`src/rtl/mips_pkg.sv`:
```
// Shared definitions for the multi-cycle MIPS control path: opcodes, the
// sequencer state enum, ALU/mux encodings and the packed control word.
package mips_pkg;

  localparam int unsigned OPCODE_W = 6;

  // Supported primary opcodes (IR[31:26])
  localparam logic [OPCODE_W-1:0] OP_RTYPE = 6'b000000;
  localparam logic [OPCODE_W-1:0] OP_LW    = 6'b100011;
  localparam logic [OPCODE_W-1:0] OP_SW    = 6'b101011;
  localparam logic [OPCODE_W-1:0] OP_BEQ   = 6'b000100;
  localparam logic [OPCODE_W-1:0] OP_J     = 6'b000010;
  localparam logic [OPCODE_W-1:0] OP_ADDI  = 6'b001000;

  // alu_op codes consumed by the ALU control decoder
  localparam logic [1:0] ALU_OP_ADD   = 2'b00;
  localparam logic [1:0] ALU_OP_SUB   = 2'b01;
  localparam logic [1:0] ALU_OP_FUNCT = 2'b10;

  // ALU input B select
  localparam logic [1:0] SRC_B_REG   = 2'b00;
  localparam logic [1:0] SRC_B_FOUR  = 2'b01;
  localparam logic [1:0] SRC_B_IMM   = 2'b10;
  localparam logic [1:0] SRC_B_IMMSH = 2'b11;

  // Next-PC select
  localparam logic [1:0] PC_SRC_ALU    = 2'b00;
  localparam logic [1:0] PC_SRC_ALUOUT = 2'b01;
  localparam logic [1:0] PC_SRC_JUMP   = 2'b10;

  typedef enum logic [3:0] {
    ST_IDLE      = 4'd0,
    ST_FETCH     = 4'd1,
    ST_DECODE    = 4'd2,
    ST_MEM_ADDR  = 4'd3,
    ST_MEM_READ  = 4'd4,
    ST_MEM_WB    = 4'd5,
    ST_MEM_WRITE = 4'd6,
    ST_R_EXEC    = 4'd7,
    ST_R_WB      = 4'd8,
    ST_BRANCH    = 4'd9,
    ST_JUMP      = 4'd10,
    ST_ADDI_EXEC = 4'd11,
    ST_ADDI_WB   = 4'd12
  } state_t;

  // Full datapath control word
  typedef struct packed {
    logic       mem_read;
    logic       mem_write;
    logic       iord;
    logic       ir_write;
    logic       reg_dst;
    logic       mem_to_reg;
    logic       reg_write;
    logic       alu_src_a;
    logic [1:0] alu_src_b;
    logic [1:0] alu_op;
    logic [1:0] pc_source;
    logic       pc_en;
  } ctrl_t;

  // True for every opcode the sequencer knows how to execute
  function automatic logic is_legal_op(input logic [OPCODE_W-1:0] op);
    return (op == OP_RTYPE) || (op == OP_LW) || (op == OP_SW) ||
           (op == OP_BEQ)   || (op == OP_J)  || (op == OP_ADDI);
  endfunction

endpackage

```
`src/rtl/mc_ctrl_decode.sv`:
```
// Combinational control-word decode for the multi-cycle sequencer.
// Ports: state (current sequencer state), mem_ready, zero -> ctrl word.
// mem_ready and zero are the only inputs that bypass the state register.
module mc_ctrl_decode
  import mips_pkg::*;
(
  input  state_t state,
  input  logic   mem_ready,
  input  logic   zero,
  output ctrl_t  ctrl
);

  always_comb begin
    ctrl = '0;
    unique case (state)
      ST_FETCH: begin
        ctrl.mem_read  = 1'b1;
        ctrl.alu_src_b = SRC_B_FOUR;
        ctrl.alu_op    = ALU_OP_ADD;
        // IR load and PC+4 commit only when the fetch completes
        ctrl.ir_write  = mem_ready;
        ctrl.pc_en     = mem_ready;
      end
      ST_DECODE: begin
        // Branch target precomputed into ALUOut
        ctrl.alu_src_b = SRC_B_IMMSH;
        ctrl.alu_op    = ALU_OP_ADD;
      end
      ST_MEM_ADDR: begin
        ctrl.alu_src_a = 1'b1;
        ctrl.alu_src_b = SRC_B_IMM;
        ctrl.alu_op    = ALU_OP_ADD;
      end
      ST_MEM_READ: begin
        ctrl.mem_read = 1'b1;
        ctrl.iord     = 1'b1;
      end
      ST_MEM_WB: begin
        ctrl.reg_write  = 1'b1;
        ctrl.mem_to_reg = 1'b1;
      end
      ST_MEM_WRITE: begin
        ctrl.mem_write = 1'b1;
        ctrl.iord      = 1'b1;
      end
      ST_R_EXEC: begin
        ctrl.alu_src_a = 1'b1;
        ctrl.alu_src_b = SRC_B_REG;
        ctrl.alu_op    = ALU_OP_FUNCT;
      end
      ST_R_WB: begin
        ctrl.reg_dst   = 1'b1;
        ctrl.reg_write = 1'b1;
      end
      ST_BRANCH: begin
        ctrl.alu_src_a = 1'b1;
        ctrl.alu_src_b = SRC_B_REG;
        ctrl.alu_op    = ALU_OP_SUB;
        ctrl.pc_source = PC_SRC_ALUOUT;
        ctrl.pc_en     = zero;
      end
      ST_JUMP: begin
        ctrl.pc_source = PC_SRC_JUMP;
        ctrl.pc_en     = 1'b1;
      end
      ST_ADDI_EXEC: begin
        ctrl.alu_src_a = 1'b1;
        ctrl.alu_src_b = SRC_B_IMM;
        ctrl.alu_op    = ALU_OP_ADD;
      end
      ST_ADDI_WB: begin
        ctrl.reg_write = 1'b1;
      end
      default: ctrl = '0;
    endcase
  end

endmodule

```
`src/rtl/multicycle_control.sv`:
```
// Main control sequencer of the multi-cycle MIPS core.
// Ports: clk, rst_n (async, active-low); opcode, zero, mem_ready inputs;
// datapath mux/enable outputs (combinational from state, plus mem_ready/zero);
// illegal_op (sticky) and retired (wrapping RET_W-bit instruction count).
module multicycle_control
  import mips_pkg::*;
#(
  parameter int unsigned RET_W = 16
) (
  input  logic                clk,
  input  logic                rst_n,
  input  logic [OPCODE_W-1:0] opcode,
  input  logic                zero,
  input  logic                mem_ready,
  output logic                mem_read,
  output logic                mem_write,
  output logic                iord,
  output logic                ir_write,
  output logic                reg_dst,
  output logic                mem_to_reg,
  output logic                reg_write,
  output logic                alu_src_a,
  output logic [1:0]          alu_src_b,
  output logic [1:0]          alu_op,
  output logic [1:0]          pc_source,
  output logic                pc_en,
  output logic                illegal_op,
  output logic [RET_W-1:0]    retired
);

  state_t              state;
  state_t              state_next;
  logic [OPCODE_W-1:0] op_q;
  logic                retire_c;
  logic                illegal_c;
  ctrl_t               ctrl;

  // Control word decode
  mc_ctrl_decode u_decode (
    .state     (state),
    .mem_ready (mem_ready),
    .zero      (zero),
    .ctrl      (ctrl)
  );

  assign mem_read   = ctrl.mem_read;
  assign mem_write  = ctrl.mem_write;
  assign iord       = ctrl.iord;
  assign ir_write   = ctrl.ir_write;
  assign reg_dst    = ctrl.reg_dst;
  assign mem_to_reg = ctrl.mem_to_reg;
  assign reg_write  = ctrl.reg_write;
  assign alu_src_a  = ctrl.alu_src_a;
  assign alu_src_b  = ctrl.alu_src_b;
  assign alu_op     = ctrl.alu_op;
  assign pc_source  = ctrl.pc_source;
  assign pc_en      = ctrl.pc_en;

  // Next-state logic
  always_comb begin
    state_next = state;
    illegal_c  = 1'b0;
    unique case (state)
      ST_IDLE:  state_next = ST_FETCH;
      ST_FETCH: if (mem_ready) state_next = ST_DECODE;
      ST_DECODE: begin
        if      (opcode == OP_RTYPE)                     state_next = ST_R_EXEC;
        else if ((opcode == OP_LW) || (opcode == OP_SW)) state_next = ST_MEM_ADDR;
        else if (opcode == OP_BEQ)                       state_next = ST_BRANCH;
        else if (opcode == OP_J)                         state_next = ST_JUMP;
        else if (opcode == OP_ADDI)                      state_next = ST_ADDI_EXEC;
        else                                             state_next = ST_FETCH;
        illegal_c = !is_legal_op(opcode);
      end
      // Opcode bus may have moved on; use the copy latched in DECODE
      ST_MEM_ADDR:  state_next = (op_q == OP_SW) ? ST_MEM_WRITE : ST_MEM_READ;
      ST_MEM_READ:  if (mem_ready) state_next = ST_MEM_WB;
      ST_MEM_WB:    state_next = ST_FETCH;
      ST_MEM_WRITE: if (mem_ready) state_next = ST_FETCH;
      ST_R_EXEC:    state_next = ST_R_WB;
      ST_R_WB:      state_next = ST_FETCH;
      ST_BRANCH:    state_next = ST_FETCH;
      ST_JUMP:      state_next = ST_FETCH;
      ST_ADDI_EXEC: state_next = ST_ADDI_WB;
      ST_ADDI_WB:   state_next = ST_FETCH;
      default:      state_next = ST_IDLE;
    endcase
  end

  // An instruction retires on its final-state exit to FETCH; illegal
  // returns leave from DECODE and are therefore excluded.
  assign retire_c = (state_next == ST_FETCH) &&
                    ((state == ST_MEM_WB) || (state == ST_MEM_WRITE) ||
                     (state == ST_R_WB)   || (state == ST_BRANCH)    ||
                     (state == ST_JUMP)   || (state == ST_ADDI_WB));

  // State register
  always_ff @(posedge clk or negedge rst_n) begin
    if (!rst_n) state <= ST_IDLE;
    else        state <= state_next;
  end

  // Opcode latch for the load/store split
  always_ff @(posedge clk or negedge rst_n) begin
    if (!rst_n)                  op_q <= '0;
    else if (state == ST_DECODE) op_q <= opcode;
  end

  // Retired-instruction counter, free-running wrap
  always_ff @(posedge clk or negedge rst_n) begin
    if (!rst_n)        retired <= '0;
    else if (retire_c) retired <= retired + RET_W'(1);
  end

  // Sticky illegal-opcode flag
  always_ff @(posedge clk or negedge rst_n) begin
    if (!rst_n)         illegal_op <= 1'b0;
    else if (illegal_c) illegal_op <= 1'b1;
  end

endmodule

```
`config.mk`:
```
export PLATFORM = sky130hd
export DESIGN_NAME = multicycle_control
export DESIGN_NICKNAME = d
export VERILOG_FILES = /design/src/rtl/mips_pkg.sv /design/src/rtl/mc_ctrl_decode.sv /design/src/rtl/multicycle_control.sv
export SDC_FILE = /design/constraint.sdc
export NUM_CORES = 1
export LEC_CHECK = 0
export BUFFER_PORTS_ARGS = -buffer_cell sky130_fd_sc_hd__buf_2
export CAP_MARGIN = 0
export CORE_ASPECT_RATIO = 0.6
export CORE_UTILIZATION = 35
export CTS_CLUSTER_SIZE = 40
export DETAILED_ROUTE_END_ITERATION = 8
export MAX_ROUTING_LAYER = met4
export PLACE_DENSITY_LB_ADDON = 0.12
export SYNTH_ARGS = -nofsm -noshare
export SYNTH_HDL_FRONTEND = slang
export SYNTH_HIERARCHICAL = 1
export SYNTH_SLANG_ARGS = --single-unit
```
`constraint.sdc`:
```
create_clock -name clk -period 5 [get_ports clk]
set_clock_uncertainty 0.2 [all_clocks]
set_input_delay 0.75 -clock clk [delete_from_list [all_inputs] [get_ports clk]]
set_output_delay 0.75 -clock clk [all_outputs]
set_load 0.02 [all_outputs]
```
Yosys cells after proc, flatten, opt, wreduce, memory -nomap -nowiden
Cells that the tools add are included.
{"block": "word_totals", "inputBits": 10, "ff_bits": 27, "out_inout_bits": 32, "elab_cells": 67}
{"block": "classes", "n_mux": 22, "n_eq_ne": 19, "n_reduce_logical": 21, "addsub": 1}
{"operator": "4-bit 2-to-1 mux", "count": 8}
{"operator": "4-bit case mux with 8 select lines", "count": 1}
{"operator": "4-bit == test (second input constant)", "count": 5}
{"operator": "4-bit case mux with 5 select lines", "count": 1}
{"operator": "6-bit == test (second input constant)", "count": 3}
{"operator": "16-bit by 1-bit adder with 16-bit output (second input constant)", "count": 1}
{"operator": "4-bit by 3-bit == test with 1-bit output (second input constant)", "count": 4}
{"operator": "1-bit logical OR", "count": 11}
{"operator": "1-bit 2-to-1 mux", "count": 9}
{"operator": "4-bit by 1-bit == test with 1-bit output (second input constant)", "count": 2}
{"operator": "4-bit by 2-bit == test with 1-bit output (second input constant)", "count": 2}
{"operator": "6-bit by 2-bit == test with 1-bit output (second input constant)", "count": 1}
{"operator": "6-bit by 3-bit == test with 1-bit output (second input constant)", "count": 1}
{"operator": "6-bit by 4-bit == test with 1-bit output (second input constant)", "count": 1}
{"operator": "6-bit logical NOT", "count": 1}
{"operator": "2-bit OR reduction", "count": 3}
{"operator": "6-bit OR reduction", "count": 1}
{"operator": "4-bit logical NOT", "count": 1}
{"operator": "2-bit case mux with 2 select lines", "count": 1}
{"operator": "4-bit OR reduction", "count": 1}
{"operator": "1-bit case mux with 3 select lines", "count": 1}
{"operator": "3-bit OR reduction", "count": 1}
{"operator": "2-bit 2-to-1 mux", "count": 1}
{"operator": "1-bit logical AND", "count": 1}
{"operator": "1-bit logical NOT", "count": 1}

Logic depth before layout (Yosys ltp)
{"block": "depth", "word_depth": 9, "mapped_depth": 7, "depth_no_buf": 5}

Hierarchy
Netlist, hierarchy kept.
{"module": "multicycle_control", "area_per_inst_um2": 1473.9, "n_inst": 1, "seq_area_each_um2": 675.6, "cells_each": 138}
{"module": "mc_ctrl_decode", "area_per_inst_um2": 221.5, "n_inst": 1, "seq_area_each_um2": 0.0, "cells_each": 28}

Least setup slack after synthesis
No wires, ideal clock.
{"block": "synth_timing", "path_type": "register -> output", "from": "register state[0]", "to": "output alu_src_b[1]", "required_ns": 4.050, "setup_slack_ns": 2.858, "n_path_buf": 1, "stages_incl_launch_ff": 4, "arrival_time_ns": 1.192, "path_cell_list": "dfrtp_1 > buf_4 > nand2b_1 > nor3b_1"}
{"block": "synth_between", "elab_chain_cells": 3, "word_cells_on_any_way": 8, "cone_classes": "6 x eq/ne; 1 x mux; 1 x reduce/logical"}
{"item": "start: declaration", "line_no": "multicycle_control.sv:31", "text": "state_t state;"}
{"item": "start signal: assignment", "line_no": "multicycle_control.sv:100", "text": "else state <= state_next;"}
{"item": "4-bit by 2-bit == test with 1-bit output or 4-bit == test (tied branches)", "line_no": "mc_ctrl_decode.sv:15", "text": "unique case (state)"}
{"item": "2-bit OR reduction (no line)"}
{"item": "4-bit case mux with 5 select lines (*)", "line_no": "mc_ctrl_decode.sv:15"}
{"item": "end: declaration", "line_no": "multicycle_control.sv:23", "text": "output logic [1:0] alu_src_b,"}
Every way passes the cells marked *; elsewhere a longest branch is shown, timed or not.

Final worst setup path
{"block": "layout_timing", "from": "register state[1]", "to": "register retired[12]"}
{"block": "layout_between", "elab_chain_cells": 7, "word_cells_on_any_way": 25, "cone_classes": "13 x eq/ne; 4 x mux; 8 x reduce/logical"}
{"item": "branches (longest 6 deep; another with 4-bit case mux with 8 select lines)"}
{"item": "1-bit logical AND (*)", "line_no": "multicycle_control.sv:92", "text": "assign retire_c = (state_next == ST_FETCH) &&"}
{"item": "end signal: assignment", "line_no": "multicycle_control.sv:112", "text": "else if (retire_c) retired <= retired + RET_W'(1);"}
{"item": "end: declaration", "line_no": "multicycle_control.sv:28", "text": "output logic [RET_W-1:0] retired"}
Every way passes the cells marked *.
A chain may end at the register's enable or synchronous reset.

==> metrics <==
status completed; initial antenna violation count 0; fin crit period 3.009 ns; DP Worst Slack 2.030 ns; area share of the largest cell type after synthesis 0.3985; Pwr per Cell Area 463.0 nW/µm²; Worst path slowest cell nor4b_2; cts bufs inserted 3; WHS Endpoint illegal_op; first-pass GRT wire length 6.306 mm; initial drt markers 83; Crit Path Class flop to flop; RSZ-0062 raised after global routing false; Routed WL per cell 14.19 µm; prevailing post-synth register cell dfrtp_1; fmax around 330 MHz; first-pass detailed-route iteration total 4; synth top area cells dfrtp_1 (40%), xnor2_1 (5.7%), mux2_2 (4.0%); Clock H-tree levels 1; Final Hold Vio Count 0; hold buffer count at cts 0; Ports 42; Slew @ Worst Pin 1.153 ns; All-Layer GR Usage 0.1614; post-CTS sizing 0; Clock Tree Root clkbuf_8; fill count ~460; share of layout cells above drive strength 1 0.3184; Cell variety after synth 50; Final Wtd Congestion ~0.84; Die H around 56 µm; Yosys warning count 6; Slew Limit Fails 0; CTS clk-pin slew, worst paths 0.09 ns; cell row count 19; headroom to the max-slew limit 0.2295; Max FO, Critical Path 20; maximum root-to-sink buffer count 2; synthesized cell area 1695 µm²; Worst Path Arrival ~3 ns; share of flip-flops with an asynchronous set or reset 1.000; Net count, final 213; R2R Path End retired[12]; worst r2r path cells 4; PortBufs between 40 and 50; max incr delay on CP 1.03 ns; count of final setup violators 0; hold_ws 0.2680 ns; vias in the first global route roughly 1,200; Overflow after GRT 0; largest net degree at the start of global routing 28; VDD IR max around 0.18 mV; Mapped Nets 177; Post-Route Utilization 0.4235; Antenna diodes 0; CP Capture Type flop; total core area 4612 µm²; Pleak 0.0009132 µW; Post-synth EDFFs 0; Syn Area/Cell around 10 µm²; worst path required time 4.99 ns; ANT nets after route 0; Detailed Route WL 3.745 mm; flop2flop setup slack 1.99 ns; setup TNS 0 ns; most frequent cell after synthesis dfrtp_1; Max Cap Viol 0; Tightest Hold Check Type flop to flop; cell count after synthesis 166; number of synthesized register bits 27; die width 91.85 µm; Die Area 5135 µm²; Min-Delay Path Depth 1; worst skew pair latency 0.27 ns; CP startpoint kind flop; post-detail-place hpwl 2.686 mm; Setup Fix Bufs, Post-CTS 0; Design Power roughly 900 µW; initial core utilization 0.3676; TritonCTS clock tree yes; final worst setup slack 1.991 ns; TritonCTS Sinks 27; top post-synthesis cells by count dfrtp_1 (27), nor2_1 (13), xnor2_1 (11); FF-to-FF Start state[1]; Synth area leader dfrtp_1; final period utilization 0.6017; routed via count 1,341; CP Cell Sequence nor4b_2 -> a32oi_2 -> nor4_2 -> xor2_1; DRC errors left 0; Layout area overhead 15.20%; worst hold path startpoint illegal_op; via/cell ratio 5.080; post-synthesis sequential area ratio 0.3985
critical path, delay by kind of cell (launching register included):
| family | cells | cell delay (ns) |
|---|---|---|
| XOR/XNOR | 1 | 0.18 |
| flip-flops | 1 | 0.78 |
| AND/OR/NAND/NOR | 2 | 1.41 |
| AO/OA/AOI/OAI | 1 | 0.35 |
cell usage in the layout (no fill, tap or decap), types with 6 or more instances in the layout:
master	count
xor2_1	7
dfrtp_1	27
mux2_2	6
inv_1	6
nor3_1	7
xnor2_1	11
nand2_1	9
buf_2	41
nor2_1	13
nand3_1	10
sequential cells by signal, summed over array words and instances, names as in the netlist:
register and flops:
retired 16, state 4, illegal_op 1, op_q 6
worst max-delay path by stage:
stage	startpoint	to
final	state[1]	retired[12]
after global routing	state[1]	retired[12]
after CTS	state[1]	retired[12]
after detailed placement	state[1]	retired[12]
after global placement	state[1]	retired[12]
after floorplan	state[0]	alu_src_b[1]
final cells by class:
cell class | count | area [µm²] | area share
Tap cell | 63 | 78.83 | 0.04036
Sequential cell | 27 | 675.6 | 0.3459
Inverter | 6 | 22.52 | 0.01153
Multi-Input combinational cell | 123 | 925.9 | 0.4741
Clock buffer | 4 | 45.04 | 0.02306
Timing Repair Buffer | 41 | 205.2 | 0.1051
power by group:
part | leakage (µW) | total [µW] | switching, µW | internal [µW]
Clock | 0.0000228 | 123 | 65.5 | 57.0
Sequential | 0.000346 | 376 | 106 | 270
Combinational | 0.000545 | 405 | 227 | 179
metal layers:
metal | global-route usage | vias up | wire length (µm)
met4 | 0.03348 | 0 | 34
li1 | - | 664 | -
met3 | 0.03825 | 4 | 127
met2 | 0.2239 | 25 | 1642
met1 | 0.2381 | 648 | 1940
met5 | - | - | 0
logic make-up after synthesis:
family | count (synthesis) | share of synthesized area
AND/OR/NAND/NOR | 71 | 0.2782
flip-flops | 27 | 0.3985
AO/OA/AOI/OAI | 26 | 0.1218
XOR/XNOR | 18 | 0.09299
buffers and inverters | 16 | 0.05534
multiplexers | 7 | 0.04575
adder cells (fa/ha/maj) | 1 | 0.007379
through the flow:
stage / area (µm²) / instances
after floorplan: 1695 / 166
after global placement: 1908 / 260
after detailed placement: 1908 / 260
after CTS: 1953 / 264
after global routing: 1953 / 264
final: 1953 / 264
Note: power is estimated with default switching activity, not from simulation.
